==> src/rtl/debouncer_pkg.sv <==
// Shared sizing helpers for the debouncer and its synchronizer.
package debouncer_pkg;

  // Width of the free-running sample timer. It is never narrower than one bit,
  // so a single-cycle sample period still has a register to decode.
  function automatic int timer_width(input int sample_cnt_max);
    int w;
    w = $clog2(sample_cnt_max);
    return (w < 1) ? 1 : w;
  endfunction

  // Width of a per-bit qualification counter. It must hold PULSE_CNT_MAX itself.
  function automatic int count_width(input int pulse_cnt_max);
    return $clog2(pulse_cnt_max + 1);
  endfunction

  // Smallest synchronizer depth that gives metastability a full cycle to settle.
  localparam int MIN_SYNC_STAGES = 2;

endpackage

==> src/rtl/debouncer_synchronizer.sv <==
// Multi-flop synchronizer for asynchronous level inputs. Each bit passes
// through SYNC_STAGES back-to-back flops with no logic between stages.
module debouncer_synchronizer
  import debouncer_pkg::*;
#(
  parameter int WIDTH       = 1,
  parameter int SYNC_STAGES = 2
) (
  input  logic             clk,
  input  logic             rst,
  input  logic [WIDTH-1:0] d,
  output logic [WIDTH-1:0] q
);

  if (SYNC_STAGES < MIN_SYNC_STAGES) begin : g_bad_stages
    $error("debouncer_synchronizer: SYNC_STAGES must be at least 2");
  end

  logic [WIDTH-1:0] stage [SYNC_STAGES];

  // Shift the raw input through the flop chain; reset clears every stage.
  always_ff @(posedge clk or posedge rst) begin
    if (rst) begin
      for (int s = 0; s < SYNC_STAGES; s++) begin
        stage[s] <= '0;
      end
    end else begin
      stage[0] <= d;
      for (int s = 1; s < SYNC_STAGES; s++) begin
        stage[s] <= stage[s-1];
      end
    end
  end

  assign q = stage[SYNC_STAGES-1];

endmodule

==> src/rtl/debouncer.sv <==
// Debouncer: synchronizes raw asynchronous levels and only asserts an output
// bit after PULSE_CNT_MAX consecutive high samples, taken once every
// SAMPLE_CNT_MAX clocks. Any low synchronized value restarts qualification.
// The outputs come straight off registers so they are glitch-free for the
// edge detector that follows.
module debouncer
  import debouncer_pkg::*;
#(
  parameter int WIDTH          = 1,
  parameter int SYNC_STAGES    = 2,
  parameter int SAMPLE_CNT_MAX = 25000,
  parameter int PULSE_CNT_MAX  = 150
) (
  input  logic             clk,
  input  logic             rst,
  input  logic [WIDTH-1:0] signal_in,
  output logic [WIDTH-1:0] debounced_signal,
  output logic             sample_tick
);

  localparam int TW = timer_width(SAMPLE_CNT_MAX);
  localparam int CW = count_width(PULSE_CNT_MAX);
  localparam logic [TW-1:0] TIMER_LAST = TW'(SAMPLE_CNT_MAX - 1);
  localparam logic [CW-1:0] CNT_FULL   = CW'(PULSE_CNT_MAX);

  if (WIDTH < 1) begin : g_bad_width
    $error("debouncer: WIDTH must be at least 1");
  end
  if (SYNC_STAGES < MIN_SYNC_STAGES) begin : g_bad_sync
    $error("debouncer: SYNC_STAGES must be at least 2");
  end
  if (SAMPLE_CNT_MAX < 1) begin : g_bad_sample
    $error("debouncer: SAMPLE_CNT_MAX must be at least 1");
  end
  if (PULSE_CNT_MAX < 1) begin : g_bad_pulse
    $error("debouncer: PULSE_CNT_MAX must be at least 1");
  end

  logic [WIDTH-1:0] sync;
  logic [TW-1:0]    timer;
  logic             tick_raw;

  debouncer_synchronizer #(
    .WIDTH       (WIDTH),
    .SYNC_STAGES (SYNC_STAGES)
  ) u_sync (
    .clk (clk),
    .rst (rst),
    .d   (signal_in),
    .q   (sync)
  );

  // Free-running sample timer shared by all bits; wraps at SAMPLE_CNT_MAX-1.
  always_ff @(posedge clk or posedge rst) begin
    if (rst) begin
      timer <= '0;
    end else if (timer == TIMER_LAST) begin
      timer <= '0;
    end else begin
      timer <= timer + TW'(1);
    end
  end

  // The tick is decoded from the timer register. With a one-cycle period the
  // timer sits at its last value even in reset, so rst masks the strobe.
  assign tick_raw    = (timer == TIMER_LAST);
  assign sample_tick = tick_raw & ~rst;

  for (genvar g = 0; g < WIDTH; g++) begin : g_bit
    logic [CW-1:0] cnt;

    // Qualification counter: a low sample clears (beating any tick), a high
    // sample on a tick counts up, and the count saturates at PULSE_CNT_MAX.
    always_ff @(posedge clk or posedge rst) begin
      if (rst) begin
        cnt <= '0;
      end else if (!sync[g]) begin
        cnt <= '0;
      end else if (tick_raw && (cnt < CNT_FULL)) begin
        cnt <= cnt + CW'(1);
      end
    end

    assign debounced_signal[g] = (cnt == CNT_FULL);
  end

endmodule

==> config.mk <==
export PLATFORM = sky130hd
export DESIGN_NAME = debouncer
export DESIGN_NICKNAME = d
export VERILOG_FILES = /design/src/rtl/debouncer_pkg.sv /design/src/rtl/debouncer_synchronizer.sv /design/src/rtl/debouncer.sv
export SDC_FILE = /design/constraint.sdc
export NUM_CORES = 1
export LEC_CHECK = 0
export ABC_AREA = 1
export BUFFER_PORTS_ARGS = -buffer_cell sky130_fd_sc_hd__clkbuf_2
export CORE_ASPECT_RATIO = 0.8
export CORE_MARGIN = 2
export CORE_UTILIZATION = 40
export CTS_CLUSTER_SIZE = 10
export DETAILED_ROUTE_END_ITERATION = 12
export PLACE_DENSITY = 0.54
export SLEW_MARGIN = 20
export SYNTH_ARGS = -nofsm -noshare
export SYNTH_HDL_FRONTEND = slang
export SYNTH_HIERARCHICAL = 1
export SYNTH_SLANG_ARGS = --single-unit
export TNS_END_PERCENT = 30
==> constraint.sdc <==
create_clock -name clk -period 1.3 [get_ports clk]
set_input_delay 0.065 -clock clk [delete_from_list [all_inputs] [get_ports clk]]
set_output_delay 0.065 -clock clk [all_outputs]
set_load 0.01 [all_outputs]
==> results.md, run 1 <==
- Status: finished with violations
- Violated checks: setup timing
- Launching point of the worst reg2reg path: timer[0]$_DFF_PP0_
- Global router's overall resource usage: 16.9%
- Mean post-synth cell area: 7.12 um^2
- Worst hold-check path type: in2async
- Share of the synthesized area in the top cell type: 40.9%
- Post-Synthesis Net Count: 221
- Wirelength, routed: 3.37 mm
- Power per Cell Area: 614 nW/um^2
- Max-slew headroom: 78.7%
- First-pass GRT wire length: 5.58 mm
- H-tree depth: 1
- WL met3: 108 um
- Count of antenna-violating nets left after detailed routing: 0
- Max-slew violations: 0
- Critical Setup Path Class: reg2out
- Leakage dissipation: 1.14 nW
- Inserted Clock Buffers: 3
- Total power: 0.00128 W
- Number of synthesized register bits: 25
- Clock-pin transition on the worst setup and hold timing paths: 0.09 ns
- Highest metal layer with signal wires: met4
- Cells after Synth: 215
- Die W: 73.2 um
- Delay of the slowest critical-path stage: 0.41 ns
- Drt drc: 0
- Post-Route M1 WL: 1.82 mm
- Worst Path Arrival: 1.37 ns
- Number of buffer and inverter stages on the critical path: 3
- Synthesized area: 1530 um^2
- Maximum number of pins on one net before global-route repair: 24
- Amount of wire on met2 after detailed routing: 1.43 mm
- Antenna Cells: 0
- Cell taking the most area after synthesis: sky130_fd_sc_hd__dfrtp_1
- Initial core utilization: 41.0%
- Worst clock skew: 0.00425 ns
- Max Buffers Root-to-Sink: 2
- Min Tclk post-route: 1.44 ns
- Yosys warning total: 6
- Fraction of final layout cells sized beyond drive strength 1: 35.0%
- Worst path setup slack after routing: -0.135 ns
- Element type at the critical path start: register
- 1st-iter DRT viols: 111
- Maximum resistive drop on vdd: 0.541 mV
- Final HPWL DP: 2.40 mm
- Highest attainable clock frequency: 697 MHz
- Placed instance area: 1730 um^2
- Final instance area: 2080 um^2
- Initial antenna violation count: 0
- Setup crit start: timer[0]$_DFF_PP0_
- Sort of element at the end of the critical path: output pin
- Sum of overflow across all layers after global routing: 0
- Most common cell after layout, fill and taps aside: sky130_fd_sc_hd__nand2_1
- Placer Congestion: 0.778
- Final Net Count: 264
- CP Cell Sequence: ha_4 -> nand2_4 -> inv_4 -> nand3_4 -> inv_2 -> nand2_4 -> nor2_1 -> buf_2
- Iteration count of the initial detailed-routing pass: 4
- Final worst-path cycle share: 110%
- Reported max-cap violation count: 0
- Cell family contributing the most delay on the critical path: flip-flops
- Number of placed instances with taps included: 279
- Critical-path cell with the highest stage delay: sky130_fd_sc_hd__dfrtp_1
- Chip Height: 59.3 um
- # fillers: 321
- Most repeated library cell on the critical path: sky130_fd_sc_hd__nand2_4
- Area Growth Syn to Fin: 35.9%
- Number of rows in the core area: 20
- Latest clock arrival within the worst-skew pair: 0.27 ns
- RSZ-0062 raised after global routing: yes
- Final routed wire length divided by cell count: 11.2 um
- Crit-path max FO: 2
- Count of unique library cells instantiated by Yosys: 22
- TritonCTS clock tree: done
- Final setup violating endpoints: 14
- Filler-free cell count of the finished design: 301
- Least-Margin Pin Slew: 0.319 ns
- Total number of vias: 1,399
- Leading cell types in the layout, fill and taps excluded: sky130_fd_sc_hd__nand2_1, sky130_fd_sc_hd__inv_1, sky130_fd_sc_hd__buf_4, sky130_fd_sc_hd__nor2_1, sky130_fd_sc_hd__dfrtp_1
- Port bufs: 4
- Number of global-route vias before repair: 1,190
- Hold Violations, Final: 0
- Core footprint: 3730 um^2
- Sequential area share after synthesis: 40.9%
- Pre-CTS WS: -0.0561 ns
- Cell types with the largest area share after synthesis: sky130_fd_sc_hd__dfrtp_1, sky130_fd_sc_hd__nand2_1, sky130_fd_sc_hd__nor2_1
- Number of clock sinks seen by CTS: 25
- Number of ports placed on the die boundary: 5
- CP Data Required Time: 1.24 ns
- Clock root cell: sky130_fd_sc_hd__clkbuf_8
- DR vias/cell: 4.65
- Die area: 4340 um^2
-- repair_timing --
| item | CTS | global route |
|---|---|---|
| buffers inserted | 10 | 6 |
| endpoints found under the hold margin | 26 | 0 |
| setup endpoints to repair | 15 | 23 |
| hold buffers | 2 | 0 |
| pin swaps | 4 | 13 |
| gates resized for setup | 16 | 28 |
-- report_power, final --
group	switching [W]	leakage, nW	internal, W
registers	0.00000118	0.327	0.000780
clock network	0.000244	0.0255	0.000214
logic	0.0000267	0.789	0.0000108
total	0.000272	1.14	0.00100
-- sequential cells by signal, indices dropped and copies added (netlist names) --
register and count:
timer 15, g_bit.cnt 8, u_sync/stage 1, u_sync/q 1
-- worst register-to-register path, delay by kind of cell (launching register included) --
family,cells,cell delay [ns]
adder cells (fa/ha/maj),1,0.17
flip-flops,1,0.41
buffers and inverters,4,0.37
AND/OR/NAND/NOR,5,0.36
-- area by class of cell --
cell class,instances,area (um^2),share of cell area (%)
clock buffers,3,41.3,1.99
clock inverters,1,5.00,0.241
inverters,37,141,6.80
multi-input cells,152,900,43.3
flip-flops and latches,25,629,30.3
well taps,44,55.1,2.65
repair buffers,39,308,14.8
-- kinds of logic (layout without fill, tap and decap cells) --
logic type      count (synthesis)  in the layout  synth area share [%]
buf+inv                        38             80                  9.48
fa+ha+maj                       3              3                  2.45
xor+xnor                        5              5                  2.86
simple gates                  138            138                  42.4
compound gates                  6              6                  1.96
flops                          25             25                  40.9
-- through the flow --
stage,hold WS [ns],util (%),TNS (ns)
floorplan,-0.194,-,0
global placement,-0.0771,46.4,-0.126
detailed placement,-0.0761,46.4,-0.377
CTS,0.177,51.6,-0.417
global route,0.201,55.8,-2.46
finish,0.186,55.8,-0.936
-- Yosys cell counts --
| cell type | n |
|---|---|
| sky130_fd_sc_hd__nand3_2 | 1 |
| sky130_fd_sc_hd__nor2_1 | 36 |
| sky130_fd_sc_hd__ha_1 | 3 |
| sky130_fd_sc_hd__a21oi_1 | 2 |
| sky130_fd_sc_hd__o21ai_0 | 3 |
| sky130_fd_sc_hd__o21ai_1 | 1 |
| sky130_fd_sc_hd__dfrtp_1 | 25 |
| sky130_fd_sc_hd__nor2_8 | 1 |
| sky130_fd_sc_hd__nor2_2 | 3 |
| sky130_fd_sc_hd__inv_2 | 1 |
| sky130_fd_sc_hd__xor2_1 | 5 |
| sky130_fd_sc_hd__nand3_1 | 23 |
| sky130_fd_sc_hd__nand2_2 | 8 |
| sky130_fd_sc_hd__nand4_1 | 3 |
| sky130_fd_sc_hd__buf_2 | 1 |
| sky130_fd_sc_hd__nand3_4 | 1 |
| sky130_fd_sc_hd__nand2_1 | 53 |
| sky130_fd_sc_hd__inv_1 | 35 |
| sky130_fd_sc_hd__nor2_4 | 2 |
| sky130_fd_sc_hd__nand2_4 | 1 |
| sky130_fd_sc_hd__clkinv_2 | 1 |
| sky130_fd_sc_hd__nor3_1 | 6 |
-- worst paths after layout --
path                       cells after the start             endpoint  slack [ns]
max                                            8          sample_tick       -0.14
min                                            3   u_sync/q$_DFF_PP0_        0.19
max reg2reg                                   10  timer[12]$_DFF_PP0_       -0.11
min reg2reg                                    0   u_sync/q$_DFF_PP0_        0.36
max in group asynchronous                      4   timer[2]$_DFF_PP0_        0.65
min in group clk                               0   u_sync/q$_DFF_PP0_        0.36
-- metal layers --
metal  global-route usage (%)  up-vias
met5                        0        -
li1                         -      748
met2                     23.9       23
met4                     2.38        0
met1                     26.5      626
met3                     4.08        2
No activity file was read; power rests on OpenSTA's default activity.
==> run 2, diff against run 1 <==
- CAP_MARGIN: unset -> 10
- SYNTH_HIERARCHICAL: 1 -> unset
==> run 2 against run 1 <==
  * The flow still finishes with violations (setup timing)
  * Highest routed layer unchanged
  * Non-clock buffer count grew 6
  * Worst setup slack got worse by 0.0022 ns
  * Synthesized cell count decreased by 0.47%
  * Clock skew fell by 0.0012 ns
  * Critical endpoint unchanged
  * Critical path depth is 1 lower
  * Worst hold slack better by 0.19 ns
  * Sequential power barely moved
  * Combinational power decreased by 6.4%
  * Clock power hardly changed
  * Power hardly changed
  * Sequential cell count did not move
  * Die area down 0.38%
==> results.md, run 2 <==
- Status: finished with violations (unchanged)
- Violated checks: setup timing (unchanged)
- Number of rows in the core area: 20 (unchanged)
- Fraction of final layout cells sized beyond drive strength 1: 34.0% (was 35.0%)
- Share of synthesized registers carrying an async set or reset: 100% (unchanged)
- Min Hold Slack: 0.380 ns (was 0.186 ns)
- Area occupied by multi-input gates: 863 um^2 (was 900 um^2)
- Sum of overflow across all layers after global routing: 0 (unchanged)
- Placer Congestion: 0.809 (was 0.778)
- Max-slew violations: 0 (unchanged)
- Number of placed instances with taps included: 284 (was 279)
- Number of ports placed on the die boundary: 5 (unchanged)
- Critical Setup Path Class: reg2out (unchanged)
- # fillers: 353 (was 321)
- Worst hold-check path type: in2async (unchanged)
- Final setup violating endpoints: 15 (was 14)
- Leading cell type by number of instances after synthesis: sky130_fd_sc_hd__nand2_1 (unchanged)
- Maximum number of pins on one net before global-route repair: 26 (was 24)
- Count of antenna-violating nets left after detailed routing: 0 (unchanged)
- Number of flip-flops in the largest register: 15 (unchanged)
- Maximum resistive drop on vdd: 0.535 mV (was 0.541 mV)
- Inserted Clock Buffers: 3 (unchanged)
- Mean post-synth cell area: 7.12 um^2 (about the same)
- Cell taking the most area after synthesis: sky130_fd_sc_hd__dfrtp_1 (unchanged)
- First-pass GRT wire length: 6.06 mm (was 5.58 mm)
- Core footprint: 3730 um^2 (unchanged)
- Area taken by flip-flops and latches: 628 um^2 (was 629 um^2)
- Cell types with the largest area share after synthesis: sky130_fd_sc_hd__dfrtp_1, sky130_fd_sc_hd__nand2_1, sky130_fd_sc_hd__nor2_1 (unchanged)
- Most instantiated cells after synthesis: sky130_fd_sc_hd__nand2_1, sky130_fd_sc_hd__nor2_1, sky130_fd_sc_hd__inv_1 (unchanged)
- Least-Margin Pin Slew: 0.356 ns (was 0.319 ns)
- Max Buffers Root-to-Sink: 2 (unchanged)
- Drt drc: 0 (unchanged)
- Die W: 73.0 um (was 73.2 um)
- Element type at the critical path start: register (unchanged)
- Leading cell types in the layout, fill and taps excluded: sky130_fd_sc_hd__nand2_1, sky130_fd_sc_hd__buf_4, sky130_fd_sc_hd__nor2_1, sky130_fd_sc_hd__inv_1, sky130_fd_sc_hd__dfrtp_1 (was sky130_fd_sc_hd__nand2_1, sky130_fd_sc_hd__inv_1, sky130_fd_sc_hd__buf_4, sky130_fd_sc_hd__nor2_1, sky130_fd_sc_hd__dfrtp_1)
- Hold Violations, Final: 0 (unchanged)
- Max-slew headroom: 76.1% (was 78.7%)
- Sort of element at the end of the critical path: output pin (unchanged)
- Reported max-cap violation count: 0 (unchanged)
- H-tree depth: 1 (unchanged)
- Final Net Count: 269 (was 264)
- Min Tclk post-route: 1.44 ns (about the same)
- Total power: 0.00128 W (about the same)
- Filler-free cell count of the finished design: 306 (was 301)
- Global router's overall resource usage: 18.4% (was 16.9%)
- Pre-CTS WS: -0.0454 ns (was -0.0561 ns)
- Worst Path Arrival: 1.37 ns (about the same)
- Count of unique library cells instantiated by Yosys: 22 (unchanged)
- Share of the synthesized area in the top cell type: 41.1% (was 40.9%)
- Highest attainable clock frequency: 696 MHz (was 697 MHz)
- Number of global-route vias before repair: 1,337 (was 1,190)
- Total number of vias: 1,469 (was 1,399)
- Synthesized area: 1520 um^2 (was 1530 um^2)
- Number of clock sinks seen by CTS: 25 (unchanged)
- Iteration count of the initial detailed-routing pass: 4 (unchanged)
- Final routed wire length divided by cell count: 12.6 um (was 11.2 um)
- Initial core utilization: 40.9% (was 41.0%)
- Power per Cell Area: 617 nW/um^2 (was 614 nW/um^2)
- RSZ-0062 raised after global routing: yes (unchanged)
- Port bufs: 4 (unchanged)
- Number of synthesized register bits: 25 (unchanged)
- Crit-path max FO: 4 (was 2)
- Most common cell after layout, fill and taps aside: sky130_fd_sc_hd__nand2_1 (unchanged)
- Die area: 4320 um^2 (was 4340 um^2)
- Cells after Synth: 214 (was 215)
- Clock-pin transition on the worst setup and hold timing paths: 0.09 ns (about the same)
- Final worst-path cycle share: 111% (was 110%)
- Critical-path cell with the highest stage delay: sky130_fd_sc_hd__dfrtp_1 (unchanged)
- Clock root cell: sky130_fd_sc_hd__clkbuf_8 (unchanged)
- Area Growth Syn to Fin: 35.9% (about the same)
- Worst path setup slack after routing: -0.138 ns (was -0.135 ns)
- CP Data Required Time: 1.24 ns (about the same)
- Number of flops mapped to enable cells by yosys: 0 (unchanged)
- Delay of the slowest critical-path stage: 0.43 ns (was 0.41 ns)
- Worst clock skew: 0.00305 ns (was 0.00425 ns)
- CP Cell Sequence: nand2_2 -> inv_2 -> nand2_1 -> nor2_2 -> nand2_4 -> nor2_1 -> buf_2 (was ha_4 -> nand2_4 -> inv_4 -> nand3_4 -> inv_2 -> nand2_4 -> nor2_1 -> buf_2)
- Antenna Cells: 0 (unchanged)
- Chip Height: 59.2 um (was 59.3 um)
- Final HPWL DP: 2.60 mm (was 2.40 mm)
- Initial antenna violation count: 0 (unchanged)
- Register with the most flip-flops: timer (unchanged)
- Latest clock arrival within the worst-skew pair: 0.27 ns (about the same)
- Sequential area share after synthesis: 41.1% (was 40.9%)
- 1st-iter DRT viols: 107 (was 111)
- TritonCTS clock tree: done (unchanged)
- Top flip-flop cell by instance count after synthesis: sky130_fd_sc_hd__dfrtp_1 (unchanged)
- Wirelength, routed: 3.85 mm (was 3.37 mm)
- Largest registers: timer x15, g_bit.cnt x8 (unchanged)
- Leakage dissipation: 1.16 nW (was 1.14 nW)
- Post-Synthesis Net Count: 220 (was 221)
- DR vias/cell: 4.80 (was 4.65)
- Yosys warning total: 0 (was 6)
- Final TNS setup: -1.28 ns (was -0.936 ns)
==> run 2: area by class of cell <==
cell class                      instances  share of cell area, %
Inverter                               36                   6.65
Clock buffer                            3                   1.99
Tap cell                               44                   2.66
Timing Repair Buffer                   45                   16.4
Sequential cell                        25                   30.3
Multi-Input combinational cell        152                   41.7
Clock inverter                          1                  0.242
==> run 2: per-layer routing <==
metal	global-route usage, %	share of wire [%]	up-vias
li1	-	-	753
met1	26.8	49	678
met2	27.9	46	36
met3	4.93	5.2	2
met4	3.44	0.49	0
met5	0	0	-
==> run 2: logic make-up (layout without fill, tap and decap cells) <==
group / count (synthesis) / count (layout) / synth area share, %
xor+xnor: 5 / 5 / 2.87
compound gates: 6 / 6 / 1.97
buf+inv: 37 / 85 / 9.28
fa+ha+maj: 3 / 3 / 2.46
simple gates: 138 / 138 / 42.4
flops: 25 / 25 / 41.1
==> run 2: worst paths after layout <==
kind                                            from             endpoint  slack (ns)  depth (start not counted)
setup / recovery                  timer[8]$_DFF_PP0_          sample_tick       -0.14                          7
hold / removal                                   rst  timer[14]$_DFF_PP0_        0.38                          4
setup reg to reg                  timer[0]$_DFF_PP0_  timer[12]$_DFF_PP0_       -0.13                         10
hold reg to reg            u_sync.stage[1]$_DFF_PP0_   u_sync.q$_DFF_PP0_        0.38                          0
max in group asynchronous                        rst   timer[2]$_DFF_PP0_        0.65                          4
min in group clk           u_sync.stage[1]$_DFF_PP0_   u_sync.q$_DFF_PP0_        0.38                          0
==> run 2: where the power goes <==
part / switching, W / internal [W]
combinational: 0.0000246 / 0.0000106
clock: 0.000246 / 0.000214
sequential: 0.00000214 / 0.000780
total: 0.000272 / 0.00100
==> run 2: worst max-delay path, delay by kind of cell, from the launching register on <==
kind	cells	cell delay, ns
buffers and inverters	2	0.20
flip-flops	1	0.43
AND/OR/NAND/NOR	5	0.47
==> run 2: metrics by stage <==
| stage | utilization, % | area (um^2) |
|---|---|---|
| floorplan | - | 1530 |
| global placement | 47.4 | 1770 |
| detailed placement | 47.4 | 1770 |
| CTS | 52.9 | 1970 |
| global route | 55.5 | 2070 |
| finish | 55.5 | 2070 |
==> run 2: repair_timing <==
action	CTS	global route
pin swaps	4	7
setup buffers	11	5
setup endpoints to repair	10	24
endpoints found under the hold margin	26	0
hold buffers	2	0
gates resized for setup	12	24
